**src/rtl/lfsr_gen.sv**
```systemverilog
`default_nettype none
// ============================================================================
// Module   : lfsr_gen
// Purpose  : Fibonacci/Galois LFSR with free-run, bounded burst, seed load,
//            all-zero lockup recovery and seed-return (wrap) detection.
// Revision : 1.0 - initial release
// ============================================================================
module lfsr_gen #(
    parameter int               WIDTH = 4,
    parameter logic [WIDTH-1:0] FTAPS = WIDTH'(4'b1100),
    parameter logic [WIDTH-1:0] GTAPS = WIDTH'(4'b0011),
    parameter logic [WIDTH-1:0] SEED  = WIDTH'(1)
) (
    input  logic             clk,
    input  logic             rst,
    input  logic             en,
    input  logic             mode,
    input  logic             load,
    input  logic [WIDTH-1:0] seed_in,
    input  logic             start,
    input  logic [15:0]      steps,
    output logic [WIDTH-1:0] data_out,
    output logic             busy,
    output logic             done,
    output logic             lockup,
    output logic             wrap
);

    // State holds the seed from time zero so data_out is defined before any edge.
    logic [WIDTH-1:0] r_state = SEED;
    logic [WIDTH-1:0] r_ref   = SEED;
    logic [15:0]      r_cnt;
    logic             r_busy;
    logic             r_done;
    logic             r_wrap;

    logic [WIDTH-1:0] w_fib;
    logic [WIDTH-1:0] w_gal;
    logic [WIDTH-1:0] w_next;
    logic             w_zero;

    // Next-state polynomial; an all-zero state would stick, so it restarts at SEED.
    always_comb begin
        w_zero = (r_state == '0);
        w_fib  = {r_state[WIDTH-2:0], ^(r_state & FTAPS)};
        w_gal  = {r_state[WIDTH-2:0], 1'b0} ^ (r_state[WIDTH-1] ? GTAPS : '0);
        w_next = w_zero ? SEED : (mode ? w_gal : w_fib);
    end

    // Control and state register: reset, then load, then burst/start, then free run.
    always_ff @(posedge clk) begin
        if (!rst) begin
            r_state <= SEED;
            r_ref   <= SEED;
            r_cnt   <= 16'd0;
            r_busy  <= 1'b0;
            r_done  <= 1'b0;
            r_wrap  <= 1'b0;
        end else if (load) begin
            // Load aborts any burst silently and re-arms wrap detection on the new seed.
            r_state <= seed_in;
            r_ref   <= seed_in;
            r_cnt   <= 16'd0;
            r_busy  <= 1'b0;
            r_done  <= 1'b0;
            r_wrap  <= 1'b0;
        end else begin
            r_done <= 1'b0;
            r_wrap <= 1'b0;
            if (r_busy) begin
                r_state <= w_next;
                r_wrap  <= (w_next == r_ref);
                if (r_cnt <= 16'd1) begin
                    r_cnt  <= 16'd0;
                    r_busy <= 1'b0;
                    r_done <= 1'b1;
                end else begin
                    r_cnt <= r_cnt - 16'd1;
                end
            end else if (start) begin
                // The accepting cycle only latches the length; advances begin next cycle.
                if (steps == 16'd0) begin
                    r_done <= 1'b1;
                end else begin
                    r_busy <= 1'b1;
                    r_cnt  <= steps;
                end
            end else if (en) begin
                r_state <= w_next;
                r_wrap  <= (w_next == r_ref);
            end
        end
    end

    assign data_out = r_state;
    assign busy     = r_busy;
    assign done     = r_done;
    assign wrap     = r_wrap;
    assign lockup   = w_zero;

endmodule
`default_nettype wire

```
**config.mk**
```make
export PLATFORM = sky130hd
export DESIGN_NAME = lfsr_gen
export DESIGN_NICKNAME = d
export VERILOG_FILES = /design/src/rtl/lfsr_gen.sv
export SDC_FILE = /design/constraint.sdc
export NUM_CORES = 1
export LEC_CHECK = 0
export CAP_MARGIN = 20
export CORE_MARGIN = 2
export CORE_UTILIZATION = 55
export DETAILED_ROUTE_END_ITERATION = 8
export PLACE_DENSITY_LB_ADDON = 0.3
export SETUP_SLACK_MARGIN = 0.4
export SLEW_MARGIN = 5
export SYNTH_ARGS = -nofsm -noshare
export SYNTH_HDL_FRONTEND = slang
export SYNTH_SLANG_ARGS = --single-unit
export TNS_END_PERCENT = 10
```
**constraint.sdc**
```tcl
create_clock -name clk -period 2.8 [get_ports clk]
set_input_delay 0.7 -clock clk [delete_from_list [all_inputs] [get_ports clk]]
set_output_delay 0.7 -clock clk [all_outputs]
set_load 0.02 [all_outputs]
```
=== Word level (Yosys, flattened, before mapping) ===
Cells that the tools add are included.
Widths: inputs -> output; s select.

* Latch bits: 0
* Memory bits (read-only): 0
* Memories: 0
* RAM bits: 0
* Input port bits: 26
* Register bits: 27

* Multipliers: 0
* Div/mod/pow operators: 0
* Add/sub/neg operators: 1
* Shifts and indexed selects: 0
* Equal/unequal tests: 3
* Mux-type cells: 22
* Bitwise operators: 2
* Reductions and logical operators: 8
* Magnitude comparators: 1

{| class="wikitable"
|+ Operator list
! cell !! count
|-
| $mux 16 || 4
|-
| $mux 4 || 6
|-
| $le 16x1->1 const B || 1
|-
| $logic_not 16->1 || 1
|-
| $sub 16x1->16 const B || 1
|-
| $mux 1 || 11
|-
| $eq 4x4->1 || 1
|-
| $logic_not 4->1 || 1
|-
| $reduce_and 2->1 || 2
|-
| $reduce_xor 4->1 || 1
|-
| $xor 4x2->4 || 1
|-
| $ne 3x2->1 const B || 1
|-
| $reduce_bool 3->1 || 1
|-
| $mux 2 || 1
|-
| $ne 2x2->1 const B || 1
|-
| $reduce_bool 2->1 || 1
|-
| $reduce_or 2->1 || 1
|-
| $not 1->1 || 1
|}

=== Longest topological paths before layout ===
Gate-level depths: netlist of the first run.

* Depth in word-level cells: 8
* Mapped depth: 8
* Depth with buffers taken out: 7

=== Worst setup path before layout of the first run ===
OpenSTA, ideal clock, no wires.

* Kind: input-to-reg
* Start: input steps[2]
* End: register r_cnt[3]
* Required time: 2.684 ns
* Stages: 4
* Setup slack: 0.837 ns
* Path buffers: 0
* Arrival: 1.847 ns
* Path through: or3_4 -> o32ai_4 -> a2111oi_0 -> a31o_2

* Word-level cells in the longest chain between the ends: 3

{| class="wikitable"
|+ Ends and longest elaborated chain
! element !! line !! source
|-
| start: declaration || 21 || <nowiki>input logic [15:0] steps,</nowiki>
|-
| $logic_not 16->1 || 82 || <nowiki>if (steps == 16'd0) begin</nowiki>
|-
| $ne 2x2->1 (no source line) || - ||
|-
| $reduce_and 2->1 (no source line) || - ||
|-
| end signal: assignment || 78 || <nowiki>r_cnt <= r_cnt - 16'd1;</nowiki>
|-
| end signal: assignment || 86 || <nowiki>r_cnt <= steps;</nowiki>
|-
| end: declaration || 32 || <nowiki>logic [15:0] r_cnt;</nowiki>
|}

No other way between the ends.
A chain may end at the register's enable or synchronous reset.

=== Worst setup path after layout of the first run ===
* Start: register r_busy (netlist: busy)
* End: output busy

{| class="wikitable"
|+ RTL lines
! element !! line !! source
|-
| start: declaration || 33 || <nowiki>logic r_busy;</nowiki>
|-
| start signal: assignment || 56 || <nowiki>r_busy <= 1'b0;</nowiki>
|-
| start signal: assignment || 64 || <nowiki>r_busy <= 1'b0;</nowiki>
|-
| start signal: assignment || 75 || <nowiki>r_busy <= 1'b0;</nowiki>
|-
| end: declaration || 23 || <nowiki>output logic busy,</nowiki>
|}

No word-level cell between the ends.

==> results of run 1 <==
[Yosys cell counts (2+ instances only)]
master     instances
or4_1              2
nand2b_1           6
xor2_1             3
a21oi_1           15
nor2_1             9
nor4_1             5
nand3_1            3
a22oi_1            3
buf_2              2
nor3_1             8
a2bb2oi_1          2
and2_1             5
nor4_2             2
a32oi_1            8
inv_1             10
o21ai_0            6
dfxtp_1           27
mux2i_1            5
nand2_1           27
a21boi_0           2
clkbuf_1           5
o21a_1             2
xnor2_1            2
o32ai_1           13
buf_6              3
a211oi_1           2
nor2b_1            3
ha_1               3
[logic make-up (layout without fill, tap and decap cells)]
group,after synthesis,in the layout,share of synthesized area (%)
AO/OA/AOI/OAI,63,63,28.6
XOR/XNOR,5,5,2.60
adder cells (fa/ha/maj),3,3,2.23
buffers and inverters,21,55,6.17
flip-flops,27,27,32.1
multiplexers,5,5,2.97
AND/OR/NAND/NOR,77,77,25.3
[state kept, by name, indices dropped and copies added (netlist names)]
name and flops:
data_out 4, done 1, r_cnt 16, wrap 1, r_ref 4, busy 1
[stage by stage]
step | power [mW] | utilization (%)
after floorplan | 0.619 | -
after CTS | 0.892 | 69.6
final | 0.895 | 69.5
after global routing | 0.942 | 69.5
after detailed placement | 0.717 | 68.7
after global placement | 0.707 | 68.7
[layer usage]
| metal | wire length, um | up-vias | global-route usage [%] |
|---|---|---|---|
| li1 | - | 827 | - |
| met1 | 1990 | 798 | 36.0 |
| met2 | 2110 | 73 | 45.1 |
| met3 | 293 | 10 | 3.71 |
| met4 | 87 | 0 | 10.7 |
| met5 | 0 | - | 0 |
[layout make-up]
cell class / instances / area (um^2)
tap: 33 / 41.3
inverter: 11 / 41.3
clock inverter: 1 / 5.00
sequential: 27 / 542
fill: 247 / 910
clock buffer: 3 / 22.5
multi-input combinational: 153 / 1040
timing repair buffer: 40 / 378
[path summary, 6_finish.rpt]
path	slack [ns]	endpoint
min	0.48	r_cnt[15]$_SDFFE_PP0P_
max	0.46	busy
max reg2reg	0.69	r_cnt[14]$_SDFFE_PP0P_
min reg2reg	0.48	r_cnt[15]$_SDFFE_PP0P_
[power by group]
group          leakage, nW  internal (mW)  switching [mW]
Sequential           0.222          0.404          0.0239
Combinational        0.532          0.134           0.152
Clock               0.0177         0.0538           0.127
Total                0.771          0.592           0.303
==> impl_metrics.sql, run 1 <==
INSERT INTO impl_metrics (metric_group, metric, value, unit) VALUES
('synth', 'netlist_instances', '201', ''),
('synth', 'async_flop_share', '0', '%'),
('worst_setup_path', 'crit_path_cell_trace', 'clkdlybuf4s50_1', ''),
('synth', 'syn-num-nets', '230', ''),
('clocking', 'clock_path_buffers', '2', ''),
('worst_setup_path', 'cp-startpoint', 'busy$_SDFF_PP0_', ''),
('timing', 'max_freq', '428', 'MHz'),
('timing', 'timing.slew.headroom', '47.4', '%'),
('clocking', 'cts_repair_resize_count', '3', ''),
('synth', 'synthTopCellsByArea', 'dfxtp_1 32%, o32ai_1 6.8%, nand2_1 6.0%, a21oi_1 4.5%, a32oi_1 4.2%', ''),
('worst_setup_path', 'worstRegToRegCells', '8', ''),
('die', 'core_region_area', '2980', 'um^2'),
('worst_setup_path', 'critical_path_required', '2.10', 'ns'),
('power', 'total_leakage_power', '0.771', 'nW'),
('synth', 'synth_largest_area_cell', 'dfxtp_1', ''),
('drt', 'dr.pass1.iters', '4', ''),
('drt', 'ant_nets', '0', ''),
('synth', 'synth-warning-count', '0', ''),
('drt', 'detail_route.vias_per_cell', '6.37', ''),
('clocking', 'post-cts-setup-buffers', '0', ''),
('die', 'die_w', '59.3', 'um'),
('min_path', 'hold_path.startpoint', 'r_cnt[15]$_SDFFE_PP0P_', ''),
('synth', 'post_synthesis_cell_area', '1680', 'um^2'),
('placement', 'placement.cell_area', '2040', 'um^2'),
('min_path', 'worstHoldPathCells', '2', ''),
('cells_and_area', 'n_diodes', '0', ''),
('synth', 'synth_largest_type_area_fraction', '32.1', '%'),
('clocking', 'cts_hold_buf', '0', ''),
('drt', 'drc', '0', ''),
('worst_setup_path', 'worstPathBufferInverterCount', '1', ''),
('drt', 'route.final.wire_length', '4490', 'um'),
('die', 'fp.dieH', '59.3', 'um'),
('die', 'fp-row-count', '20', ''),
('cells_and_area', 'layout_common_cells', '32 x clkdlybuf4s50_1, 27 x nand2_1, 26 x dfxtp_1', ''),
('outcome', 'status', 'completed', ''),
('clocking', 'cts.root.buffer_cell', 'clkbuf_4', ''),
('run', 'drv.max_cap_violation_count', '0', ''),
('cells_and_area', 'final_design_area_no_fill', '2070', 'um^2'),
('cells_and_area', 'most_common_cell_after_layout_fill_and_taps_aside', 'clkdlybuf4s50_1', ''),
('cells_and_area', 'areaGrowthSynthToFinish', '22.9', '%'),
('worst_setup_path', 'critPathMaxStageDelay', '0.68', 'ns'),
('worst_setup_path', 'timing.critical_path.arrival', '1.64', 'ns'),
('drt', 'post_drt_wl_per_cell', '16.7', 'um'),
('worst_setup_path', 'critical_path.slowest_cell', 'clkdlybuf4s50_1', ''),
('synth', 'synth_enable_flop_cells', '0', ''),
('timing', 'worst_margin_slew', '0.783', 'ns'),
('worst_setup_path', 'rr_startpoint', 'r_cnt[0]$_SDFFE_PP0P_', ''),
('clocking', 'number_of_h_tree_levels', '1', ''),
('worst_setup_path', 'setup.worst_path.class', 'flip-flop to output pin', ''),
('worst_setup_path', 'path_depth', '1', ''),
('worst_setup_path', 'timing.critical_path.max_delay_family', 'buffers and inverters', ''),
('timing', 'fin_worst_skew', '0.00717', 'ns'),
('power', 'power-per-cell-area', '433', 'nW/um^2'),
('timing', 'final.setup.worst_slack', '0.464', 'ns'),
('drt', 'drt_first_iter_violations', '118', ''),
('worst_setup_path', 'worstPathMaxFanout', '10', ''),
('global_routing', 'groute.usage.overall', '27.4', '%'),
('cells_and_area', 'final_layout_size_suffix_gt1_share', '9.79', '%'),
('synth', 'synth_seq_area_share', '32.1', '%'),
('placement', 'place_hpwl', '3250', 'um'),
('global_routing', 'grt_first_pass_wirelength', '7400', 'um'),
('placement', 'numPlacedInstances', '264', ''),
('worst_setup_path', 'endpoint_kind', 'output pin', ''),
('synth', 'synth_unique_cells', '46', ''),
('drt', 'via_count', '1708', ''),
('timing', 'final.min_clock_period', '2.34', 'ns'),
('power', 'peakVddDrop', '0.000236', 'V'),
('placement', 'dpl_worst_slack', '0.188', 'ns'),
('global_routing', 'global_route.overflow_total', '0', ''),
('clocking', 'worst_skew_pair.late_latency', '0.34', 'ns'),
('timing', 'timing_max_transition_violations_final', '0', '');
Power figures use the tool's default switching activity.
==> run 2: changes to the inputs <==
CORE_UTILIZATION = 51   (was 55)
clock period = 2.3 ns   (was 2.8 ns; I/O delays follow)
==> impl_metrics.sql, run 2 (synthesis gave the netlist of run 1 again) <==
INSERT INTO impl_metrics (metric_group, metric, value, unit) VALUES
('clocking', 'clk_transition_reported_paths', '0.14', 'ns'),
('die', 'fp.dieH', '61.4', 'um'),
('timing', 'final.min_clock_period', '2.01', 'ns'),
('worst_setup_path', 'r2r_end', 'wrap$_SDFF_PP0_', ''),
('worst_setup_path', 'timing.critical_path.arrival', '1.43', 'ns'),
('worst_setup_path', 'worstPathMaxFanout', '3', ''),
('cells_and_area', 'max_flop_register', 'r_cnt', ''),
('drt', 'ant_nets', '0', ''),
('worst_setup_path', 'setup.worst_path.class', 'flip-flop to output pin', ''),
('outcome', 'status', 'completed', ''),
('global_routing', 'largest_net_degree_at_the_start_of_global_routing', '25', ''),
('worst_setup_path', 'endpoint_kind', 'output pin', ''),
('drt', 'route.final.wire_length', '4580', 'um'),
('drt', 'via_count', '1808', ''),
('drt', 'dr.pass1.iters', '4', ''),
('cells_and_area', 'areaGrowthSynthToFinish', '42.2', '%'),
('global_routing', 'groute.usage.overall', '25.2', '%'),
('min_path', 'hold_path.startpoint', 'r_ref[0]$_SDFFE_PN1P_', ''),
('die', 'start_util', '54.2', '%'),
('timing', 'final.period_utilization', '87.3', '%'),
('timing', 'worst_margin_slew', '0.467', 'ns'),
('power', 'total_leakage_power', '0.999', 'nW'),
('power', 'power-per-cell-area', '481', 'nW/um^2'),
('worst_setup_path', 'worstRegToRegCells', '8', ''),
('worst_setup_path', 'worst_setup_path_start_kind', 'flip-flop', ''),
('timing', 'rsz0062_at_grt', 'yes', ''),
('cells_and_area', 'instances_no_fill', '300', ''),
('clocking', 'cts_tree', 'yes', ''),
('clocking', 'tritoncts_buffer_count', '3', ''),
('cells_and_area', 'layout.core_utilization', '77.1', '%'),
('power', 'peakVddDrop', '0.000424', 'V'),
('die', 'die_w', '61.4', 'um'),
('run', 'drv.max_cap_violation_count', '0', ''),
('clocking', 'number_of_h_tree_levels', '1', ''),
('clocking', 'cts.root.buffer_cell', 'clkbuf_4', ''),
('global_routing', 'antenna_found_initial', '0', ''),
('drt', 'drc', '0', ''),
('global_routing', 'grt_first_pass_wirelength', '7260', 'um'),
('global_routing', 'grt_pass1_vias', '1645', ''),
('die', 'die_area', '3780', 'um^2'),
('placement', 'place_hpwl', '3180', 'um'),
('timing', 'number_of_endpoints_failing_setup_at_the_final_stage', '0', ''),
('min_path', 'hold-path-endpoint', 'r_ref[0]$_SDFFE_PN1P_', ''),
('cells_and_area', 'fin_nets', '286', ''),
('worst_setup_path', 'critical_path.slowest_cell', 'or3b_4', ''),
('worst_setup_path', 'critPathMaxStageDelay', '0.40', 'ns'),
('timing', 'finalHoldViolCount', '0', ''),
('worst_setup_path', 'ff2ff_setup_slack', '0.38', 'ns'),
('timing', 'max_freq', '498', 'MHz'),
('worst_setup_path', 'critical_path_required', '1.73', 'ns'),
('drt', 'post_drt_wl_per_cell', '15.3', 'um'),
('clocking', 'clock_path_buffers', '2', ''),
('placement', 'place_congestion', '0.847', ''),
('timing', 'setup_total_neg_slack', '0', 'ns'),
('cells_and_area', 'layout_common_cells', '26 x nand2_1, 25 x buf_4, 23 x dfxtp_1', ''),
('min_path', 'worstHoldPathCells', '2', ''),
('timing', 'timing_max_transition_violations_final', '0', ''),
('clocking', 'cts.sinks', '27', ''),
('drt', 'drt_first_iter_violations', '163', ''),
('placement', 'port_buffers', '33', ''),
('cells_and_area', 'most_common_cell_after_layout_fill_and_taps_aside', 'nand2_1', ''),
('worst_setup_path', 'rr_startpoint', 'data_out[2]$_SDFFE_PN0P_', ''),
('global_routing', 'global_route.overflow_total', '0', ''),
('worst_setup_path', 'crit_path_cell_trace', 'inv_2 -> ha_1 -> or3b_4 -> inv_4 -> buf_6', ''),
('drt', 'detail_route.vias_per_cell', '6.03', ''),
('cells_and_area', 'n_diodes', '0', ''),
('die', 'fp-row-count', '20', ''),
('timing', 'timing.slew.headroom', '68.9', '%'),
('die', 'floorplan.io_pins', '34', ''),
('cells_and_area', 'largest_register_ff_count', '16', ''),
('die', 'core_region_area', '3100', 'um^2'),
('clocking', 'worst_skew_pair.late_latency', '0.34', 'ns'),
('clocking', 'cts_hold_buf', '0', ''),
('min_path', 'min-delay-path-class', 'flip-flop to flip-flop', ''),
('timing', 'fin_worst_skew', '0.00942', 'ns'),
('cells_and_area', 'final_layout_size_suffix_gt1_share', '22.7', '%'),
('placement', 'numPlacedInstances', '292', '');
-- run 2: cell types whose count changed in the layout (fill, tap and decap cells not counted), moves of 3 or more --
| cell | change |
|---|---|
| nor4_1 | -4 |
| clkdlybuf4s50_1 | -12 |
| dlymetal6s2s_1 | +11 |
| buf_4 | +18 |
| dfxtp_1 | -3 |
-- run 2: metrics by stage --
stage / cell area, um^2 / hold WS, ns / power (mW) / worst slack, ns
after floorplan: 1680 / 0.439 / 0.753 / 0.462
after global placement: 2200 / 0.453 / 0.898 / -0.0633
after detailed placement: 2200 / 0.466 / 0.904 / -0.121
after CTS: 2230 / 0.486 / 1.12 / 0.253
after global routing: 2390 / 0.517 / 1.21 / 0.216
final: 2390 / 0.496 / 1.15 / 0.291
-- run 2: power by group --
group	switching (mW)	internal (mW)
sequential	0.0281	0.492
combinational	0.209	0.205
clock	0.150	0.0682
total	0.387	0.765
-- run 2: what timing repair did --
action,4_1_cts,5_1_grt
endpoints found under the setup margin,23,24
buffers inserted,1,3
pin swaps,0,9
endpoints found under the hold margin,0,0
gates resized for setup,10,36
-- run 2: area by class of cell --
class	count	area, um^2
Clock buffer	4	26.3
Fill cell	224	709
Inverter	11	43.8
Multi-Input combinational cell	153	1120
Sequential cell	27	548
Tap cell	44	55.1
Timing Repair Buffer	61	597
-- run 2: worst max-delay path by stage --
stage                        startpoint                     end  slack (ns)
6_report       data_out[2]$_SDFFE_PN0P_                  lockup        0.29
5_1_grt        data_out[2]$_SDFFE_PN0P_                  lockup        0.22
4_1_cts        data_out[2]$_SDFFE_PN0P_                  lockup        0.25
3_5_place_dp                  steps[10]   r_cnt[6]$_SDFFE_PP0P_       -0.12
3_3_place_gp                  steps[10]  r_cnt[13]$_SDFFE_PP0P_       -0.06
2_1_floorplan                  steps[2]   r_cnt[3]$_SDFFE_PP0P_        0.46
-- run 2: critical path, delay by kind of cell (launching register included) --
kind,cells,cell delay (ns)
AND/OR/NAND/NOR,1,0.40
adder cells (fa/ha/maj),1,0.12
buffers and inverters,3,0.23
flip-flops,1,0.36
-- run 2: layer usage --
metal	track usage, %	vias to the layer above	wire, um
met5	0	-	0
met4	7.29	0	56
met3	5.04	7	299
met2	43.8	81	2280
met1	31.7	852	1940
li1	-	868	-
